`config.mk`:
```
export PLATFORM = sky130hd
export DESIGN_NAME = ram_port_arbiter
export DESIGN_NICKNAME = d
export VERILOG_FILES = /design/src/rtl/ram_port_arbiter.sv
export SDC_FILE = /design/constraint.sdc
export NUM_CORES = 1
export LEC_CHECK = 0
export BUFFER_PORTS_ARGS = -buffer_cell sky130_fd_sc_hd__buf_2
export CAP_MARGIN = 20
export CORE_UTILIZATION = 23
export CTS_BUF_LIST = sky130_fd_sc_hd__clkbuf_8
export CTS_CLUSTER_DIAMETER = 100
export DETAILED_ROUTE_END_ITERATION = 8
export RECOVER_POWER = 50
export SLEW_MARGIN = 5
export SYNTH_ARGS = -nofsm -noshare
export SYNTH_HDL_FRONTEND = slang
export SYNTH_SLANG_ARGS = --single-unit
```
`constraint.sdc`:
```
create_clock -name clk -period 2.95 [get_ports clk]
set_clock_uncertainty 0.05 [all_clocks]
set_input_delay 0.59 -clock clk [delete_from_list [all_inputs] [get_ports clk]]
set_output_delay 0.59 -clock clk [all_outputs]
set_load 0.01 [all_outputs]
```
`src/rtl/ram_port_arbiter.sv`:
```
// Two-master arbiter for the single data-RAM port: M0 is the CPU data path, M1 is the loader/DMA master.
// Latency: grants and the RAM mux are combinational; rvalid0/rvalid1 rise one cycle after a granted read.
// Backpressure: the losing master holds its request (M0 sees cpu_stall); define ARB_ROUND_ROBIN_EN for round-robin IDLE arbitration.
module ram_port_arbiter #(
    parameter int unsigned MAX_WAIT  = 4,
    parameter int unsigned MAX_BURST = 16
) (
    input  logic        clk,
    input  logic        rst,
    input  logic        req0,
    input  logic [3:0]  we0,
    input  logic [9:0]  addr0,
    input  logic [31:0] wdata0,
    output logic        gnt0,
    output logic        rvalid0,
    input  logic        req1,
    input  logic [3:0]  we1,
    input  logic [9:0]  addr1,
    input  logic [31:0] wdata1,
    input  logic        lock1,
    output logic        gnt1,
    output logic        rvalid1,
    output logic [31:0] rdata,
    output logic [9:0]  ram_addr,
    output logic [3:0]  ram_wea,
    output logic [31:0] ram_dina,
    input  logic [31:0] ram_douta,
    output logic        cpu_stall,
    output logic [3:0]  wait_cnt,
    output logic [7:0]  burst_cnt
);
    localparam logic [3:0] WAIT_MAX  = 4'(MAX_WAIT);
    localparam logic [7:0] BURST_MAX = 8'(MAX_BURST);

    typedef enum logic [1:0] {IDLE, LOCK1, RECOVER} state_t;

    state_t state;
    logic   m1_wins;

`ifdef ARB_ROUND_ROBIN_EN
    // High when M0 was granted most recently, so M1 takes the next contended cycle.
    logic rr_ptr;
    assign m1_wins = rr_ptr;
`else
    assign m1_wins = (wait_cnt == WAIT_MAX);
`endif

    always_comb begin
        gnt0 = 1'b0;
        gnt1 = 1'b0;
        case (state)
            LOCK1: begin
                gnt1 = req1;
            end
            RECOVER: begin
                gnt0 = req0;
                gnt1 = req1 & ~req0;
            end
            default: begin
                if (req0 & req1) begin
                    gnt1 = m1_wins;
                    gnt0 = ~m1_wins;
                end else begin
                    gnt0 = req0;
                    gnt1 = req1;
                end
            end
        endcase
    end

    always_comb begin
        ram_wea  = '0;
        ram_addr = '0;
        ram_dina = '0;
        if (gnt1) begin
            ram_wea  = we1;
            ram_addr = addr1;
            ram_dina = wdata1;
        end else if (gnt0) begin
            ram_wea  = we0;
            ram_addr = addr0;
            ram_dina = wdata0;
        end
    end

    assign rdata     = ram_douta;
    assign cpu_stall = req0 & ~gnt0;

    always_ff @(posedge clk) begin
        if (rst) begin
            state     <= IDLE;
            wait_cnt  <= '0;
            burst_cnt <= '0;
            rvalid0   <= 1'b0;
            rvalid1   <= 1'b0;
`ifdef ARB_ROUND_ROBIN_EN
            rr_ptr    <= 1'b0;
`endif
        end else begin
            rvalid0 <= gnt0 & (we0 == 4'b0000);
            rvalid1 <= gnt1 & (we1 == 4'b0000);

            if (req1 & ~gnt1) begin
                if (wait_cnt < WAIT_MAX)
                    wait_cnt <= wait_cnt + 4'd1;
            end else begin
                wait_cnt <= '0;
            end

`ifdef ARB_ROUND_ROBIN_EN
            if (gnt0)
                rr_ptr <= 1'b1;
            else if (gnt1)
                rr_ptr <= 1'b0;
`endif

            case (state)
                IDLE: begin
                    if (gnt1 & lock1) begin
                        burst_cnt <= 8'd1;
                        state     <= (BURST_MAX == 8'd1) ? RECOVER : LOCK1;
                    end
                end
                LOCK1: begin
                    if (gnt1)
                        burst_cnt <= burst_cnt + 8'd1;
                    // A burst that hits its length limit on this grant hands the port back to M0.
                    if (~lock1 || (gnt1 && (burst_cnt + 8'd1 == BURST_MAX)))
                        state <= RECOVER;
                end
                RECOVER: begin
                    burst_cnt <= '0;
                    state     <= IDLE;
                end
                default: begin
                    state <= IDLE;
                end
            endcase
        end
    end
endmodule

```
==> key figures <==
Floorplanning
  – Initial Util: 24.1%
  – Core Area: 0.00781 mm2
  – Cell Rows: 32
  – Die Span Y: 92.5 um
  – Number of I/O pins: 224
  – Die Area: 0.00855 mm2
  – Die width: 92.5 um

Worst setup path
  – Worst EP required: 2.31 ns
  – CP Launch Type: flip-flop
  – Crit Path Class: reg -> out
  – Worst setup EP type: output port
  – Worst Path Max Fanout: 19
  – CP arrival: 2.18 ns

Job
  – Max Cap Viol: 0

Route
  – Via count: 2408
  – DRT Pass-1 Iters: 5
  – Antenna-violating nets left: 0
  – Mean routed wirelength per cell: 12.2 um
  – Via density: 4.60
  – Final WL: 6380 um
  – DRC violation count after routing: 0
  – Iter 0 DRT Violations: 60

Placed design
  – DP HPWL: 5040 um
  – GPL Wtd Cong: 0.743
  – Post-Place Cell Area: 0.00255 mm2
  – Port Buffers: 159
  – Place WS: 0.262 ns

GRT
  – M2 GR Usage: 24.1%
  – GR Util met1: 17.4%
  – Initial antenna violation count: 0
  – Number of global-route vias before repair: 2109
  – Largest net degree at the start of global routing: 30
  – Total Routing Usage GR: 14.0%
  – Global-route wire length before repair: 9870 um
  – GR Util met3: 2.46%
  – Total grt overflow: 0
  – Top Usage Layer GRT: met2

Synth
  – Syn_area_per_cell: 6.21 um2
  – Dominant cells by area after synthesis: nand2_1 (19%), dfxtp_1 (17%), buf_4 (13%), nand3_1 (12%), ha_1 (6.0%)
  – #FFs+latches synth: 16
  – Distinct cell type count after synthesis: 35
  – Syn_nets: 441
  – Syn. warnings: 0
  – Gate Count Post-Synth: 303
  – Post-Syn Area: 0.00188 mm2
  – Part of the Yosys area used for sequential elements: 17.0%
  – Synth top area share: 18.9%
  – Area leader, netlist: nand2_1

Cells and area
  – Most frequent cells in the layout: buf_2 (145), nand2_1 (95), nand3_1 (47)
  – Final net count: 562
  – Commonest non-fill, non-tap cell in the layout: buf_2
  – Design Area, Final: 0.00262 mm2
  – ANT cells: 0
  – Synth-to-layout area growth: 39.2%
  – Fraction of layout cells with a size suffix above 1: 38.9%

CTS
  – Clk sink count: 16
  – CTS tree: done
  – CTS clk-pin slew, worst paths: 0.06 ns
  – Post-CTS Setup Bufs: 0
  – CTS Buf Count: 3
  – Post-CTS Hold Fix Bufs: 0
  – Htree depth: 1
  – Number of gates resized after CTS: 2
  – CTS root buf: clkbuf_8
  – CTS max path bufs: 2
  – Clk_lat worst skew: 0.25 ns

STA
  – Final WS setup: 0.126 ns
  – Period minus WS final: 2.82 ns
  – Setup tns final: 0 ns
  – Max Slew Vio Count: 0
  – Final setup violation count: 0
  – Worst-margin pin slew: 0.370 ns
  – Final Hold Fails: 0
  – Max Clock Freq: 354 MHz
  – Final period util: 95.7%
  – Rel. slew slack: 75.4%

Pwr
  – P_leak: 1.46 nW
  – Pwr Total: 0.00136 W
  – Worst VDD drop: 0.151 mV
  – PwrDens: 520 mW/mm2

Outcome
  – Outcome: completed

Hold path
  – HP Class: reg -> reg
[flip-flops by register name, summed over array words and instances, names as in the netlist]
register / flops
wait_cnt: 4
rvalid0: 1
rvalid1: 1
burst_cnt: 8
state: 2
[routing by layer]
layer | share of wire (%) | up-vias
li1 | - | 1222
met1 | 43 | 1083
met2 | 49 | 90
met3 | 6.1 | 13
met4 | 1.4 | 0
met5 | 0 | -
[cell usage after synthesis (all sizes together)]
library cell	count
xnor2	1
a2bb2oi	1
nor2b	2
and3b	1
nand2b	6
o2111ai	1
clkbuf	10
nand3	47
nand2	95
dfxtp	16
a211o	1
mux2i	2
o21ai	11
ha	9
and4b	2
inv	9
or3b	1
a311oi	2
buf	40
or4	3
or4b	6
nand3b	1
nor3	2
a31oi	2
and2	1
a21oi	13
nor2	13
and3	5
[critical path, cell delays in order (launching register included)]
cell     delay (ns)
dfxtp_1        0.36
inv_1          0.12
ha_4           0.29
and4b_1        0.18
and3_1         0.21
a21oi_4        0.21
inv_2          0.06
buf_4          0.20
nand2_1        0.08
nand2_1        0.06
buf_2          0.14
[through the flow]
stage	std cells	util, %	hold slack [ns]
3_3_place_gp	521	32.7	0.435
6_report	524	33.6	0.455
4_1_cts	524	33.3	0.467
5_1_grt	524	33.6	0.480
2_1_floorplan	303	-	0.415
3_5_place_dp	521	32.7	0.456
[cells by family (layout without fill, tap and decap cells)]
kind of cell	count (synthesis)	count (layout)	share of synthesized area (%)
muxes	2	2	1.06
AOI/OAI and AO/OA	31	31	10.7
adders and majority gates	9	9	5.98
buffers and inverters	59	178	18.8
xor gates and xnor gates	1	1	0.465
and+or+nand+nor	185	185	46.0
DFF	16	16	17.0
[cell type report]
class | count | area, um2
Clock buffer | 3 | 41.3
Sequential cell | 16 | 322
Multi-Input combinational cell | 228 | 1240
Tap cell | 102 | 128
Timing Repair Buffer | 166 | 855
Inverter | 9 | 33.8
Fill cell | 885 | 5190
[power by group]
part	internal, W	switching (W)	leakage (nW)
sequential	0.000232	0.0000181	0.130
clock	0.0000908	0.0000790	0.0216
combinational	0.000396	0.000548	1.31
[path summary, 6_finish.rpt]
check | start | to | slack, ns | depth (start not counted)
max | state[1]$_SDFFE_PP0P_ | ram_wea[2] | 0.13 | 10
min reg2reg | state[0]$_SDFFE_PP0P_ | state[0]$_SDFFE_PP0P_ | 0.45 | 2
max reg2reg | state[1]$_SDFFE_PP0P_ | burst_cnt[2]$_SDFFE_PP0P_ | 0.44 | 10
min | state[0]$_SDFFE_PP0P_ | state[0]$_SDFFE_PP0P_ | 0.45 | 2
Note: power is estimated with default switching activity, not from simulation.
